==> src/rtl/common_params.sv <==
`default_nettype none
// ============================================================================
// Module : common_params
// Brief  : Shared RV32I core types and constants (datapath width, WB mux,
//          memory access size, memory-stage FSM states).
// Rev    : 1.0
// ============================================================================
package common_params;

  localparam int BITS = 32;

  typedef enum logic [1:0] {
    ALU_wbmux      = 2'd0,
    DATA_MEM_wbmux = 2'd1,
    PC4_wbmux      = 2'd2,
    IMM_wbmux      = 2'd3
  } wb_mux_t;

  typedef enum logic [1:0] {
    BYTE_size = 2'd0,
    HALF_size = 2'd1,
    WORD_size = 2'd2
  } mem_size_t;

  typedef enum logic {
    IDLE = 1'b0,
    WAIT = 1'b1
  } mem_state_t;

  // Natural alignment: bytes anywhere, halves on even, words on 4-byte.
  function automatic logic is_aligned(input mem_size_t size, input logic [1:0] addr_lo);
    logic ok;
    ok = 1'b1;
    case (size)
      HALF_size: ok = ~addr_lo[0];
      WORD_size: ok = (addr_lo == 2'b00);
      default:   ok = 1'b1;
    endcase
    return ok;
  endfunction

endpackage
`default_nettype wire

==> src/rtl/mem_stage_top_load_align.sv <==
`default_nettype none
// ============================================================================
// Module : load_align
// Brief  : Selects the addressed byte/half lane of a read word and sign- or
//          zero-extends it to the full datapath width.
// Rev    : 1.0
// ============================================================================
module load_align
  import common_params::*;
(
  input  logic [BITS-1:0] i_rdata,
  input  logic [1:0]      i_addr_lo,
  input  mem_size_t       i_size,
  input  logic            i_unsigned,
  output logic [BITS-1:0] o_data
);

  logic [7:0]  w_byte;
  logic [15:0] w_half;

  always_comb begin
    w_byte = 8'h00;
    w_half = 16'h0000;
    o_data = i_rdata;

    case (i_addr_lo)
      2'd0: w_byte = i_rdata[7:0];
      2'd1: w_byte = i_rdata[15:8];
      2'd2: w_byte = i_rdata[23:16];
      2'd3: w_byte = i_rdata[31:24];
      default: w_byte = 8'h00;
    endcase
    w_half = i_addr_lo[1] ? i_rdata[31:16] : i_rdata[15:0];

    case (i_size)
      BYTE_size: o_data = {{(BITS-8){~i_unsigned & w_byte[7]}}, w_byte};
      HALF_size: o_data = {{(BITS-16){~i_unsigned & w_half[15]}}, w_half};
      default:   o_data = i_rdata;
    endcase
  end

endmodule
`default_nettype wire

==> src/rtl/mem_stage_top.sv <==
`default_nettype none
// ============================================================================
// Module : mem_stage_top
// Brief  : RV32I memory stage: data-memory req/ack handshake with stall,
//          store lane generation, load alignment and the MEM/WB register.
// Rev    : 1.0
// ============================================================================
module mem_stage_top
  import common_params::*;
(
  input  logic            clk,
  input  logic            rst,
  input  logic            EX_MEM_VALID,
  input  logic [BITS-1:0] EX_MEM_EXECUTE_OUT,
  input  logic [BITS-1:0] EX_MEM_STORE_DATA,
  input  logic            EX_MEM_MEM_RD,
  input  logic            EX_MEM_MEM_WR,
  input  mem_size_t       EX_MEM_MEM_SIZE,
  input  logic            EX_MEM_MEM_UNSIGNED,
  input  wb_mux_t         EX_MEM_WB_SRC_SEL,
  input  logic [4:0]      EX_MEM_RD,
  input  logic            EX_MEM_REG_WR,
  output logic            DMEM_REQ,
  output logic            DMEM_WE,
  output logic [BITS-1:0] DMEM_ADDR,
  output logic [3:0]      DMEM_BE,
  output logic [BITS-1:0] DMEM_WDATA,
  input  logic [BITS-1:0] DMEM_RDATA,
  input  logic            DMEM_ACK,
  output logic            MEM_STALL,
  output logic            MEM_WB_VALID,
  output logic            MEM_WB_REG_WR,
  output logic [4:0]      MEM_WB_RD,
  output wb_mux_t         MEM_WB_WB_SRC_SEL,
  output logic [BITS-1:0] MEM_WB_MEM_DATA_OUT,
  output logic [BITS-1:0] MEM_WB_EXECUTE_OUT,
  output logic            MEM_WB_MISALIGN
);

  mem_state_t      r_state;
  mem_state_t      w_state_next;
  logic            w_is_mem;
  logic            w_aligned;
  logic            w_access;
  logic            w_misalign;
  logic            w_req;
  logic            w_stall;
  logic [3:0]      w_be;
  logic [BITS-1:0] w_wdata;
  logic [BITS-1:0] w_load_data;

  logic            r_wb_valid;
  logic            r_wb_reg_wr;
  logic [4:0]      r_wb_rd;
  wb_mux_t         r_wb_sel;
  logic [BITS-1:0] r_wb_mem_data;
  logic [BITS-1:0] r_wb_exec;
  logic            r_wb_misalign;

  assign w_is_mem   = EX_MEM_VALID & (EX_MEM_MEM_RD | EX_MEM_MEM_WR);
  assign w_aligned  = is_aligned(EX_MEM_MEM_SIZE, EX_MEM_EXECUTE_OUT[1:0]);
  assign w_access   = w_is_mem & w_aligned;
  assign w_misalign = w_is_mem & ~w_aligned;

  always_ff @(posedge clk) begin
    if (rst) begin
      r_state <= IDLE;
    end else begin
      r_state <= w_state_next;
    end
  end

  always_comb begin
    w_state_next = r_state;
    w_req        = 1'b0;
    case (r_state)
      IDLE: begin
        w_req = w_access;
        if (w_access && !DMEM_ACK) w_state_next = WAIT;
      end
      WAIT: begin
        w_req = 1'b1;
        if (DMEM_ACK) w_state_next = IDLE;
      end
      default: w_state_next = IDLE;
    endcase
  end

  // Masking with rst keeps memory from completing a request that reset is abandoning.
  assign DMEM_REQ  = w_req & ~rst;
  assign w_stall   = DMEM_REQ & ~DMEM_ACK;
  assign MEM_STALL = w_stall;

  always_comb begin
    w_be    = 4'b1111;
    w_wdata = EX_MEM_STORE_DATA;
    if (EX_MEM_MEM_WR) begin
      case (EX_MEM_MEM_SIZE)
        BYTE_size: begin
          w_be    = 4'b0001 << EX_MEM_EXECUTE_OUT[1:0];
          w_wdata = {4{EX_MEM_STORE_DATA[7:0]}};
        end
        HALF_size: begin
          w_be    = EX_MEM_EXECUTE_OUT[1] ? 4'b1100 : 4'b0011;
          w_wdata = {2{EX_MEM_STORE_DATA[15:0]}};
        end
        default: begin
          w_be    = 4'b1111;
          w_wdata = EX_MEM_STORE_DATA;
        end
      endcase
    end
  end

  assign DMEM_WE    = DMEM_REQ & EX_MEM_MEM_WR;
  assign DMEM_ADDR  = {EX_MEM_EXECUTE_OUT[BITS-1:2], 2'b00};
  assign DMEM_BE    = w_be;
  assign DMEM_WDATA = w_wdata;

  load_align u_load_align (
    .i_rdata    (DMEM_RDATA),
    .i_addr_lo  (EX_MEM_EXECUTE_OUT[1:0]),
    .i_size     (EX_MEM_MEM_SIZE),
    .i_unsigned (EX_MEM_MEM_UNSIGNED),
    .o_data     (w_load_data)
  );

  // A stalled cycle inserts a bubble; payload fields simply hold.
  always_ff @(posedge clk) begin
    if (rst) begin
      r_wb_valid    <= 1'b0;
      r_wb_reg_wr   <= 1'b0;
      r_wb_rd       <= 5'd0;
      r_wb_sel      <= ALU_wbmux;
      r_wb_mem_data <= '0;
      r_wb_exec     <= '0;
      r_wb_misalign <= 1'b0;
    end else if (w_stall) begin
      r_wb_valid    <= 1'b0;
      r_wb_reg_wr   <= 1'b0;
      r_wb_misalign <= 1'b0;
    end else begin
      r_wb_valid    <= EX_MEM_VALID;
      r_wb_reg_wr   <= EX_MEM_VALID & EX_MEM_REG_WR & ~w_misalign;
      r_wb_rd       <= EX_MEM_RD;
      r_wb_sel      <= EX_MEM_WB_SRC_SEL;
      r_wb_mem_data <= (w_access & EX_MEM_MEM_RD) ? w_load_data : '0;
      r_wb_exec     <= EX_MEM_EXECUTE_OUT;
      r_wb_misalign <= w_misalign;
    end
  end

  assign MEM_WB_VALID        = r_wb_valid;
  assign MEM_WB_REG_WR       = r_wb_reg_wr;
  assign MEM_WB_RD           = r_wb_rd;
  assign MEM_WB_WB_SRC_SEL   = r_wb_sel;
  assign MEM_WB_MEM_DATA_OUT = r_wb_mem_data;
  assign MEM_WB_EXECUTE_OUT  = r_wb_exec;
  assign MEM_WB_MISALIGN     = r_wb_misalign;

endmodule
`default_nettype wire

==> config.mk <==
export PLATFORM = sky130hd
export DESIGN_NAME = mem_stage_top
export DESIGN_NICKNAME = d
export VERILOG_FILES = /design/src/rtl/common_params.sv /design/src/rtl/mem_stage_top_load_align.sv /design/src/rtl/mem_stage_top.sv
export SDC_FILE = /design/constraint.sdc
export NUM_CORES = 1
export LEC_CHECK = 0
export CAP_MARGIN = 0
export CORE_ASPECT_RATIO = 1.1
export CORE_MARGIN = 8
export CORE_UTILIZATION = 39
export DETAILED_ROUTE_END_ITERATION = 6
export HOLD_SLACK_MARGIN = 0.05
export PLACE_DENSITY_LB_ADDON = 0.12
export SYNTH_ARGS = -nofsm -noshare
export SYNTH_HDL_FRONTEND = slang
export SYNTH_SLANG_ARGS = --single-unit
==> constraint.sdc <==
create_clock -name clk -period 7.7 [get_ports clk]
set_input_delay 1.925 -clock clk [delete_from_list [all_inputs] [get_ports clk]]
set_output_delay 1.925 -clock clk [all_outputs]
set_load 0.05 [all_outputs]
== Word level (Yosys, flattened, before mapping) ==
Cells that the tools add are included.

* Equality and inequality tests: 5
* Reductions and logical operators: 5
* Muxes and demuxes: 14
* Shift operators: 1
* Bitwise gates (word level): 19

{| class="wikitable"
|+ Operators by type and width
! cell !! number
|-
| one-hot mux 32 bit (2 select lines) || 2
|-
| 2-to-1 mux 32 bit || 2
|-
| one-hot mux 8 bit (4 select lines) || 1
|-
| 2-to-1 mux 16 bit || 1
|-
| AND 1 bit || 11
|-
| 2-to-1 mux 4 bit || 2
|-
| one-hot mux 4 bit (2 select lines) || 1
|-
| inverter 1 bit || 7
|-
| equality test 2 bit, second input constant || 3
|-
| one-hot mux 1 bit (2 select lines) || 3
|-
| equality test 2 x 1 -> 1 bit, second input constant || 2
|-
| zero test 2 bit || 2
|-
| << shifter 1 x 2 -> 4 bit, first input constant || 1
|-
| 2-to-1 mux 1 bit || 2
|-
| OR reduction 2 bit || 1
|-
| logical AND 1 bit || 1
|-
| zero test 1 bit || 1
|-
| bitwise OR 1 bit || 1
|}

* Output and inout bits: 145
* Flip-flop bits (word level): 75
* Word-level logic and storage cells: 52
* Input bits: 113

== Logic depth before layout (Yosys ltp) ==
Gate-level depths: netlist (run 1).

* Depth in word-level cells: 7
* Gate-level depth with buffers: 9
* Gate-level depth less buffers: 7

== Modules after synthesis ==
From an unflattened synthesis (run 1), not the netlist that was laid out.

* Cell total of the unflattened synthesis: 501
* Area total of the unflattened synthesis: 4611.9 µm²

{| class="wikitable"
|+ Modules (own cells, without submodules)
! module !! area an instance (µm²) !! seq. area each (µm²) !! times used !! cells each
|-
| mem_stage_top || 3628.5 || 1501.4 || 1 || 368
|-
| load_align || 983.4 || 0.0 || 1 || 133
|}

== Least setup slack after synthesis (run 1) ==
No wires, ideal clock.

* Path kind: in2out
* From: input EX_MEM_MEM_SIZE[1]
* To: output DMEM_BE[1]
* Arrival time: 3.946 ns
* Path slack: 1.829 ns
* Stages on the path: 6
* Buffers on the path: 2
* Required time: 5.775 ns
* Cells stage by stage: inv_1 > ha_1 > clkbuf_1 > clkbuf_1 > nor2_1 > o21ai_0

* Cells in the longest elaborated chain, start to end: 3
* Elaborated cells on any way between the ends: 4
* Classes of those cells: eq/ne (1); mux (2); reduce/logical (1)

{| class="wikitable"
|+ RTL lines
! what !! RTL line !! source
|-
| from (decl) || mem_stage_top.sv:18 || <nowiki>input mem_size_t EX_MEM_MEM_SIZE,</nowiki>
|-
| equality test 2 x 1 -> 1 bit / zero test 2 bit (equally long branches) || mem_stage_top.sv:98 || <nowiki>case (EX_MEM_MEM_SIZE)</nowiki>
|-
| one-hot mux 4 bit (2 select lines) (*) || mem_stage_top.sv:98 ||
|-
| 2-to-1 mux 4 bit (*) || mem_stage_top.sv:97 || <nowiki>if (EX_MEM_MEM_WR) begin</nowiki>
|-
| to (decl) || mem_stage_top.sv:26 || <nowiki>output logic [3:0] DMEM_BE,</nowiki>
|}

Every way passes the cells marked *; elsewhere a longest branch is shown, timed or not.

== Worst setup path in the final report (run 1) ==
* From: input EX_MEM_MEM_SIZE[1]
* To: output MEM_STALL

* Cells in the longest elaborated chain, start to end: 6
* Elaborated cells on any way between the ends: 7
* Classes of those cells: eq/ne (2); mux (2); bitwise (3)

{| class="wikitable"
|+ RTL lines
! what !! RTL line !! source
|-
| equality test 2 bit / equality test 2 x 1 -> 1 bit (equally long branches) || common_params.sv:34 || <nowiki>case (size)</nowiki>
|-
| one-hot mux 1 bit (2 select lines) (*) || common_params.sv:34 ||
|-
| AND 1 bit (*) || mem_stage_top.sv:62 || <nowiki>assign w_access = w_is_mem & w_aligned;</nowiki>
|-
| one-hot mux 1 bit (2 select lines) (*) || mem_stage_top.sv:76 || <nowiki>case (r_state)</nowiki>
|-
| AND 1 bit (*) || mem_stage_top.sv:90 || <nowiki>assign DMEM_REQ = w_req & ~rst;</nowiki>
|-
| AND 1 bit (*) || mem_stage_top.sv:91 || <nowiki>assign w_stall = DMEM_REQ & ~DMEM_ACK;</nowiki>
|-
| to (decl) || mem_stage_top.sv:30 || <nowiki>output logic MEM_STALL,</nowiki>
|}

Marks and branches as above.

==> results of run 1 <==
==> worst max-delay path: stages <==
cell	delay [ns]
clkdlybuf4s50_1	0.43
inv_1	0.11
ha_1	0.74
nand2b_1	0.23
a31oi_4	0.30
o21ai_4	0.08
clkinv_2	0.22
clkdlybuf4s50_1	0.88
==> routing by layer <==
metal  up-vias  track usage (%)
met3        18             9.95
met5         -                0
met2       201             35.7
li1       1809                -
met1      1798             23.1
met4         0             6.92
==> state kept, by name, indices dropped and copies added (netlist names) <==
register	cells
MEM_WB_EXECUTE_OUT	32
MEM_WB_MEM_DATA_OUT	32
MEM_WB_MISALIGN	1
MEM_WB_RD	5
MEM_WB_REG_WR	1
MEM_WB_VALID	1
MEM_WB_WB_SRC_SEL	2
r_state	1
==> kinds of logic (layout without fill, tap and decap cells) <==
group	Yosys count	count (layout)
DFF	75	75
AOI/OAI and AO/OA	98	98
muxes	57	57
adders and majority gates	3	3
and+or+nand+nor	75	75
buffers and inverters	92	298
other	1	2
==> metrics by stage <==
step	power, uW	instances	instance area, um2	setup WS [ns]	utilization [%]
after global placement	813	712	6270	0.946	63.4
after CTS	1120	728	6470	0.884	65.4
after global routing	1160	728	6470	0.652	65.4
after detailed placement	817	712	6270	0.890	63.4
final	1110	728	6470	0.846	65.4
after floorplan	668	402	3960	1.83	-
==> power by group <==
group          switching [uW]  internal (uW)  total, uW
Combinational             233            161        394
Clock                     154            151        305
Sequential               8.27            405        413
Total                     396            717       1110
==> cells in the mapped netlist <==
cell	n	share of area (%)
a21o_1	1	0.19
nand2_1	6	0.57
a21oi_1	18	2.3
inv_1	23	2.2
buf_6	2	0.57
o21ai_2	1	0.22
dfxtp_1	75	38
a221oi_1	14	3.1
ha_1	3	0.95
o2bb2ai_1	16	3.5
conb_1	1	0.095
clkbuf_1	18	1.7
or3b_4	1	0.28
nor3_2	1	0.25
a31oi_4	1	0.54
o211ai_1	1	0.19
nor2b_1	47	7.4
o32ai_1	17	3.8
mux4_2	1	0.57
a22o_1	24	5.3
nand2b_1	3	0.47
mux2_4	1	0.38
nand4b_2	1	0.38
o21ai_1	1	0.13
and3b_1	1	0.22
o21a_1	1	0.19
nor4_1	1	0.16
and2_1	1	0.16
clkinv_2	1	0.13
nand3_1	1	0.13
buf_2	8	1.0
o21ai_0	3	0.38
nor2_1	7	0.66
mux2i_1	2	0.51
nor3_1	2	0.25
mux2_2	53	15
nor3b_1	3	0.57
buf_4	40	7.6
==> placed cells by master, fill, tap and decap left out, drive strengths merged, types with 7 or more instances in the layout <==
| cell type | instances |
|---|---|
| nor2b | 47 |
| inv | 25 |
| dfxtp | 75 |
| a22o | 24 |
| nor2 | 7 |
| clkdlybuf4s50 | 255 |
| mux2 | 54 |
| o2bb2ai | 16 |
| o32ai | 17 |
| clkbuf | 9 |
| a221oi | 14 |
| a21oi | 18 |
==> final timing paths <==
path,startpoint,endpoint,slack (ns)
worst min register to register,MEM_WB_MEM_DATA_OUT[26],MEM_WB_MEM_DATA_OUT[26],0.46
worst max-delay path,EX_MEM_MEM_SIZE[1],MEM_STALL,0.85
worst max register to register,r_state,MEM_WB_RD[1],6.06
worst min-delay path,MEM_WB_MEM_DATA_OUT[26],MEM_WB_MEM_DATA_OUT[26],0.46
==> area by class of cell <==
class,count,area [um2]
clock buffers,9,124
clock inverters,7,75.1
fillers,840,3420
inverters,24,91.3
multi-input cells,235,1950
flip-flops and latches,75,1500
well taps,120,150
repair buffers,258,2570
==> report_table.html, run 1 <==
<table>
<tr><th>Metric</th><th>Value</th></tr>
<tr><th colspan="2">Worst setup path</th></tr>
<tr><td>Kind of critical path</td><td>input port to primary output</td></tr>
<tr><td>CP Data Required Time</td><td>5.78 ns</td></tr>
<tr><td>Startpoint type of the worst setup path</td><td>input port</td></tr>
<tr><td>Path depth of the worst reg2reg path</td><td>3</td></tr>
<tr><td>Crit path capture type</td><td>primary output</td></tr>
<tr><td>Worst EP arrival</td><td>4.93 ns</td></tr>
<tr><td>Maximum fanout along the worst path</td><td>23</td></tr>
<tr><th colspan="2">CTS</th></tr>
<tr><td>Number of buffers created by CTS</td><td>9</td></tr>
<tr><td>CTS Root Cell</td><td>clkbuf_8</td></tr>
<tr><td>Count of cells resized by post-cts repair</td><td>0</td></tr>
<tr><td>Clk Latency, worst-skew pair</td><td>0.35 ns</td></tr>
<tr><td>Cts-stage hold buffer count</td><td>0</td></tr>
<tr><td>Clock sinks</td><td>75</td></tr>
<tr><td>CTS tree</td><td>built</td></tr>
<tr><td>Maximum count of clock buffers along a single path</td><td>2</td></tr>
<tr><td>CTS clk-pin slew, worst paths</td><td>0.08 ns</td></tr>
<tr><td>H-tree Lvls</td><td>3</td></tr>
<tr><td>Post-CTS repair timing setup buffer count</td><td>0</td></tr>
<tr><th colspan="2">Yosys</th></tr>
<tr><td>Distinct cell type count of the synthesized netlist</td><td>38</td></tr>
<tr><td>Cell Area, Synth</td><td>0.00396 mm2</td></tr>
<tr><td>Share of synthesized area spent on multiplexers</td><td>16.5%</td></tr>
<tr><td>Post-Synth XOR/XNOR Area</td><td>0%</td></tr>
<tr><td>Post-Synth Simple-Gate Area</td><td>11.5%</td></tr>
<tr><td>Largest family of logic cells by synthesized area</td><td>compound AO/OA/AOI/OAI gates</td></tr>
<tr><td>Post-Synthesis Mean Instance Area</td><td>9.88 um2</td></tr>
<tr><td>Sequential fraction of the synthesis area</td><td>37.9%</td></tr>
<tr><td>Synth warnings</td><td>0</td></tr>
<tr><td>Adder-Cell Fraction of Synth Area</td><td>0.948%</td></tr>
<tr><td>Synthesized netlist cell count</td><td>401</td></tr>
<tr><td>Compound-gate portion of the synthesized area</td><td>19.8%</td></tr>
<tr><td>Seq cells post-synth</td><td>75</td></tr>
<tr><th colspan="2">Placement</th></tr>
<tr><td>Port-buffer cells</td><td>255</td></tr>
<tr><td>Routability-driven placement congestion ratio</td><td>0.805</td></tr>
<tr><td>HPWL after DPL</td><td>11.6 mm</td></tr>
<tr><th colspan="2">STA</th></tr>
<tr><td>Worst-case headroom to the max-slew limit</td><td>21.1%</td></tr>
<tr><td>Aggregate negative setup slack</td><td>0 ns</td></tr>
<tr><td>Number of setup violations in the final report</td><td>0</td></tr>
<tr><td>Number of max-slew violations in the final report</td><td>0</td></tr>
<tr><td>Crit path time final</td><td>6.85 ns</td></tr>
<tr><td>Clk_skew</td><td>0.0157 ns</td></tr>
<tr><td>Actual transition at the worst max-transition pin</td><td>1.18 ns</td></tr>
<tr><td>Post-route clock period utilization</td><td>89.0%</td></tr>
<tr><td>Peak clock frequency supported by timing</td><td>0.146 GHz</td></tr>
<tr><td>Final-report hold violation count</td><td>0</td></tr>
<tr><td>Tightest hold margin</td><td>0.461 ns</td></tr>
<tr><td>Setup repair after global routing missed its margin</td><td>no</td></tr>
<tr><th colspan="2">Floorplanning</th></tr>
<tr><td>Vertical extent of the die</td><td>122 um</td></tr>
<tr><td>Area of the core</td><td>0.00989 mm2</td></tr>
<tr><td>Site Rows</td><td>38</td></tr>
<tr><td>Total Die Area</td><td>0.0136 mm2</td></tr>
<tr><td>Initial core utilization</td><td>40.0%</td></tr>
<tr><td>I/O pin count</td><td>258</td></tr>
<tr><td>Horizontal extent of the die</td><td>112 um</td></tr>
<tr><th colspan="2">Finish</th></tr>
<tr><td>Fin nets</td><td>719</td></tr>
<tr><td>Fraction of final layout cells sized beyond drive strength 1</td><td>13.3%</td></tr>
<tr><td>Antenna Cells</td><td>0</td></tr>
<tr><td>Area growth, synth to finish</td><td>63.3%</td></tr>
<tr><th colspan="2">Flow run</th></tr>
<tr><td>Max cap viols</td><td>0</td></tr>
<tr><th colspan="2">GRT</th></tr>
<tr><td>Global-route wire length before repair</td><td>22.7 mm</td></tr>
<tr><td>Largest net degree at the start of global routing</td><td>58</td></tr>
<tr><td>GR Util All Layers</td><td>21.1%</td></tr>
<tr><td>Number of antenna violations at the first check in global routing</td><td>0</td></tr>
<tr><td>Vias in the first global route</td><td>4043</td></tr>
<tr><td>Remaining Overflow, GRT</td><td>0</td></tr>
<tr><th colspan="2">Route</th></tr>
<tr><td>Wire length on met2</td><td>7.12 mm</td></tr>
<tr><td>Antenna Violating Nets Remaining</td><td>0</td></tr>
<tr><td>Initial DRT Pass Iterations</td><td>4</td></tr>
<tr><td>Routed met3 length</td><td>1.68 mm</td></tr>
<tr><td>Detailed Route WL</td><td>14.8 mm</td></tr>
<tr><td>Number of DRC markers in iteration 0</td><td>190</td></tr>
<tr><td>Vias per inst</td><td>5.26</td></tr>
<tr><td>Drt drc</td><td>0</td></tr>
<tr><td>Total routed wire length on the met1 layer</td><td>5.72 mm</td></tr>
<tr><td>Via count</td><td>3826</td></tr>
<tr><td>Max Used Layer</td><td>met4</td></tr>
<tr><td>Final routed wire length divided by cell count</td><td>20.4 um</td></tr>
<tr><th colspan="2">Power</th></tr>
<tr><td>Worst-case vdd ir drop</td><td>129 uV</td></tr>
<tr><td>Leakage power</td><td>0.00241 uW</td></tr>
<tr><td>Total power per unit cell area</td><td>172 mW/mm2</td></tr>
<tr><th colspan="2">Min path</th></tr>
<tr><td>Worst hold path class</td><td>flip-flop to flip-flop</td></tr>
<tr><td>Cell depth of the worst hold path</td><td>2</td></tr>
<tr><th colspan="2">Run status</th></tr>
<tr><td>Result of the run</td><td>finished, final reports clean</td></tr>
</table>
Power figures use the tool's default switching activity.
==> run 2: changes to the inputs <==
CORE_UTILIZATION = 37   (was 39)
clock period = 6.7 ns   (was 7.7 ns; I/O delays follow)
==> run 2 against run 1 <==
Against the previous run: sequential power is 15% higher; power is 23% higher; register-to-register slack worse by 0.98 ns; global-route usage is 1.3 points lower; worst hold slack worse by 0.0077 ns; combinational power is 15% higher; sequential cell count stayed put; sequential share of layout area is 0.40 points lower; utilization is 2.1 points lower; die area is 4.7% higher; cell count is 3.6% higher; critical path type unchanged; highest routed layer unchanged.
==> report_table.html, run 2 (same netlist as run 1, synthesis figures left out) <==
<table>
<tr><th>Metric</th><th>Value</th></tr>
<tr><th colspan="2">Run status</th></tr>
<tr><td>Result of the run</td><td>finished, final reports clean</td></tr>
<tr><th colspan="2">Route</th></tr>
<tr><td>Detailed Route WL</td><td>14.7 mm</td></tr>
<tr><td>Antenna Violating Nets Remaining</td><td>0</td></tr>
<tr><td>Vias per inst</td><td>5.06</td></tr>
<tr><td>Number of DRC markers in iteration 0</td><td>190</td></tr>
<tr><td>Initial DRT Pass Iterations</td><td>4</td></tr>
<tr><td>Via count</td><td>3816</td></tr>
<tr><td>Drt drc</td><td>0</td></tr>
<tr><td>Final routed wire length divided by cell count</td><td>19.4 um</td></tr>
<tr><th colspan="2">STA</th></tr>
<tr><td>Peak clock frequency supported by timing</td><td>0.164 GHz</td></tr>
<tr><td>Slack of the critical path</td><td>0.600 ns</td></tr>
<tr><td>Final-report hold violation count</td><td>0</td></tr>
<tr><td>Number of max-slew violations in the final report</td><td>0</td></tr>
<tr><td>Clk_skew</td><td>0.00665 ns</td></tr>
<tr><td>Setup repair after global routing missed its margin</td><td>no</td></tr>
<tr><td>Number of setup violations in the final report</td><td>0</td></tr>
<tr><td>Tightest hold margin</td><td>0.453 ns</td></tr>
<tr><td>Crit path time final</td><td>6.10 ns</td></tr>
<tr><td>Aggregate negative setup slack</td><td>0 ns</td></tr>
<tr><td>Post-route clock period utilization</td><td>91.0%</td></tr>
<tr><td>Actual transition at the worst max-transition pin</td><td>1.15 ns</td></tr>
<tr><td>Worst-case headroom to the max-slew limit</td><td>22.9%</td></tr>
<tr><th colspan="2">Finish</th></tr>
<tr><td>Combined flip-flop and latch cell area</td><td>0.00150 mm2</td></tr>
<tr><td>Non-Filler Cell Area, Final</td><td>0.00658 mm2</td></tr>
<tr><td>Total area of multi-input combinational cells</td><td>0.00195 mm2</td></tr>
<tr><td>Area growth, synth to finish</td><td>66.2%</td></tr>
<tr><td>Commonest cells after routing, fill and taps aside</td><td>clkdlybuf4s50_1, dfxtp_1, mux2_2</td></tr>
<tr><td>Fin nets</td><td>722</td></tr>
<tr><td>Leading cell type in the layout, fill and taps excluded</td><td>clkdlybuf4s50_1</td></tr>
<tr><td>Fraction of final layout cells sized beyond drive strength 1</td><td>14.2%</td></tr>
<tr><td>Filler cells</td><td>887</td></tr>
<tr><td>Antenna Cells</td><td>0</td></tr>
<tr><th colspan="2">Floorplanning</th></tr>
<tr><td>Site Rows</td><td>39</td></tr>
<tr><td>Initial core utilization</td><td>38.1%</td></tr>
<tr><td>I/O pin count</td><td>258</td></tr>
<tr><td>Total Die Area</td><td>0.0143 mm2</td></tr>
<tr><td>Area of the core</td><td>0.0104 mm2</td></tr>
<tr><td>Vertical extent of the die</td><td>125 um</td></tr>
<tr><td>Horizontal extent of the die</td><td>115 um</td></tr>
<tr><th colspan="2">CTS</th></tr>
<tr><td>Post-CTS repair timing setup buffer count</td><td>0</td></tr>
<tr><td>Clk Latency, worst-skew pair</td><td>0.33 ns</td></tr>
<tr><td>CTS Root Cell</td><td>clkbuf_16</td></tr>
<tr><td>CTS clk-pin slew, worst paths</td><td>0.06 ns</td></tr>
<tr><td>H-tree Lvls</td><td>3</td></tr>
<tr><td>Clock sinks</td><td>75</td></tr>
<tr><td>CTS tree</td><td>built</td></tr>
<tr><td>Count of cells resized by post-cts repair</td><td>0</td></tr>
<tr><td>Cts-stage hold buffer count</td><td>0</td></tr>
<tr><td>Number of buffers created by CTS</td><td>9</td></tr>
<tr><td>Maximum count of clock buffers along a single path</td><td>2</td></tr>
<tr><th colspan="2">Placement</th></tr>
<tr><td>Routability-driven placement congestion ratio</td><td>0.807</td></tr>
<tr><td>Setup slack after placement</td><td>0.601 ns</td></tr>
<tr><td>HPWL after DPL</td><td>11.5 mm</td></tr>
<tr><td>Placed instance area</td><td>0.00631 mm2</td></tr>
<tr><td>Port-buffer cells</td><td>255</td></tr>
<tr><th colspan="2">GRT</th></tr>
<tr><td>Global-route wire length before repair</td><td>22.2 mm</td></tr>
<tr><td>Vias in the first global route</td><td>3980</td></tr>
<tr><td>Largest net degree at the start of global routing</td><td>58</td></tr>
<tr><td>Remaining Overflow, GRT</td><td>0</td></tr>
<tr><td>GR Util All Layers</td><td>19.8%</td></tr>
<tr><td>Number of antenna violations at the first check in global routing</td><td>0</td></tr>
<tr><th colspan="2">Min path</th></tr>
<tr><td>Worst hold path class</td><td>flip-flop to flip-flop</td></tr>
<tr><td>Cell depth of the worst hold path</td><td>2</td></tr>
<tr><th colspan="2">Worst setup path</th></tr>
<tr><td>Maximum fanout along the worst path</td><td>16</td></tr>
<tr><td>Path depth of the worst reg2reg path</td><td>3</td></tr>
<tr><td>Startpoint type of the worst setup path</td><td>input port</td></tr>
<tr><td>Crit path capture type</td><td>primary output</td></tr>
<tr><td>Worst EP arrival</td><td>4.42 ns</td></tr>
<tr><td>Kind of critical path</td><td>input port to primary output</td></tr>
<tr><td>CP Data Required Time</td><td>5.03 ns</td></tr>
<tr><th colspan="2">Power</th></tr>
<tr><td>Final Power</td><td>1370 uW</td></tr>
<tr><td>Worst-case vdd ir drop</td><td>152 uV</td></tr>
<tr><td>Total power per unit cell area</td><td>208 mW/mm2</td></tr>
<tr><td>Leakage power</td><td>0.00247 uW</td></tr>
<tr><th colspan="2">Flow run</th></tr>
<tr><td>Max cap viols</td><td>0</td></tr>
</table>
[run 2: cell count changes in the layout (fill, tap and decap cells not counted), sizes merged]
cell           delta
buf               +8
clkdlybuf4s50     -5
clkbuf            +3
clkinv            +2
clkinvlp          -2
inv               -2
bufinv            -1
[run 2: layout make-up]
| type | count | share of cell area, % |
|---|---|---|
| Clock inverter | 4 | 0.399 |
| Multi-Input combinational cell | 235 | 29.6 |
| Sequential cell | 75 | 22.8 |
| Tap cell | 143 | 2.72 |
| Clock buffer | 12 | 3.75 |
| Timing Repair Buffer | 261 | 39.3 |
| Inverter | 24 | 1.39 |
[run 2: stage by stage]
| step | std cells | util [%] |
|---|---|---|
| after global routing | 754 | 63.3 |
| after floorplan | 402 | - |
| final | 754 | 63.3 |
| after CTS | 754 | 63.3 |
| after global placement | 738 | 60.7 |
| after detailed placement | 738 | 60.7 |
[run 2: worst max-delay path, stage by stage]
cell and delay [ns]:
clkdlybuf4s50_1 0.42, inv_1 0.10, ha_1 0.52, and2_1 0.43, nand2_1 0.30, a22o_1 0.27
clkdlybuf4s50_1 0.71
[run 2: where the power goes]
group          internal, uW  total (uW)  leakage, uW  switching [uW]
clock                   260         442     0.000133             182
combinational           186         453      0.00172             267
sequential              466         475     0.000616            9.19
total                   912        1370      0.00247             458
[run 2: routing by layer]
layer  GRT usage (%)  wire length [um]  up-vias
met1            20.7              5430     1800
met2            33.0              7070      183
met5               0                 0        -
met4            6.51               225        0
met3            10.4              1920       15
li1                -                 -     1818
[run 2: final timing paths]
| check | startpoint | to | slack (ns) |
|---|---|---|---|
| worst max register to register | r_state | MEM_WB_EXECUTE_OUT[12] | 5.08 |
| worst min register to register | MEM_WB_MEM_DATA_OUT[29] | MEM_WB_MEM_DATA_OUT[29] | 0.45 |
| worst min-delay path | MEM_WB_MEM_DATA_OUT[29] | MEM_WB_MEM_DATA_OUT[29] | 0.45 |
| worst max-delay path | EX_MEM_MEM_SIZE[1] | DMEM_WDATA[13] | 0.60 |
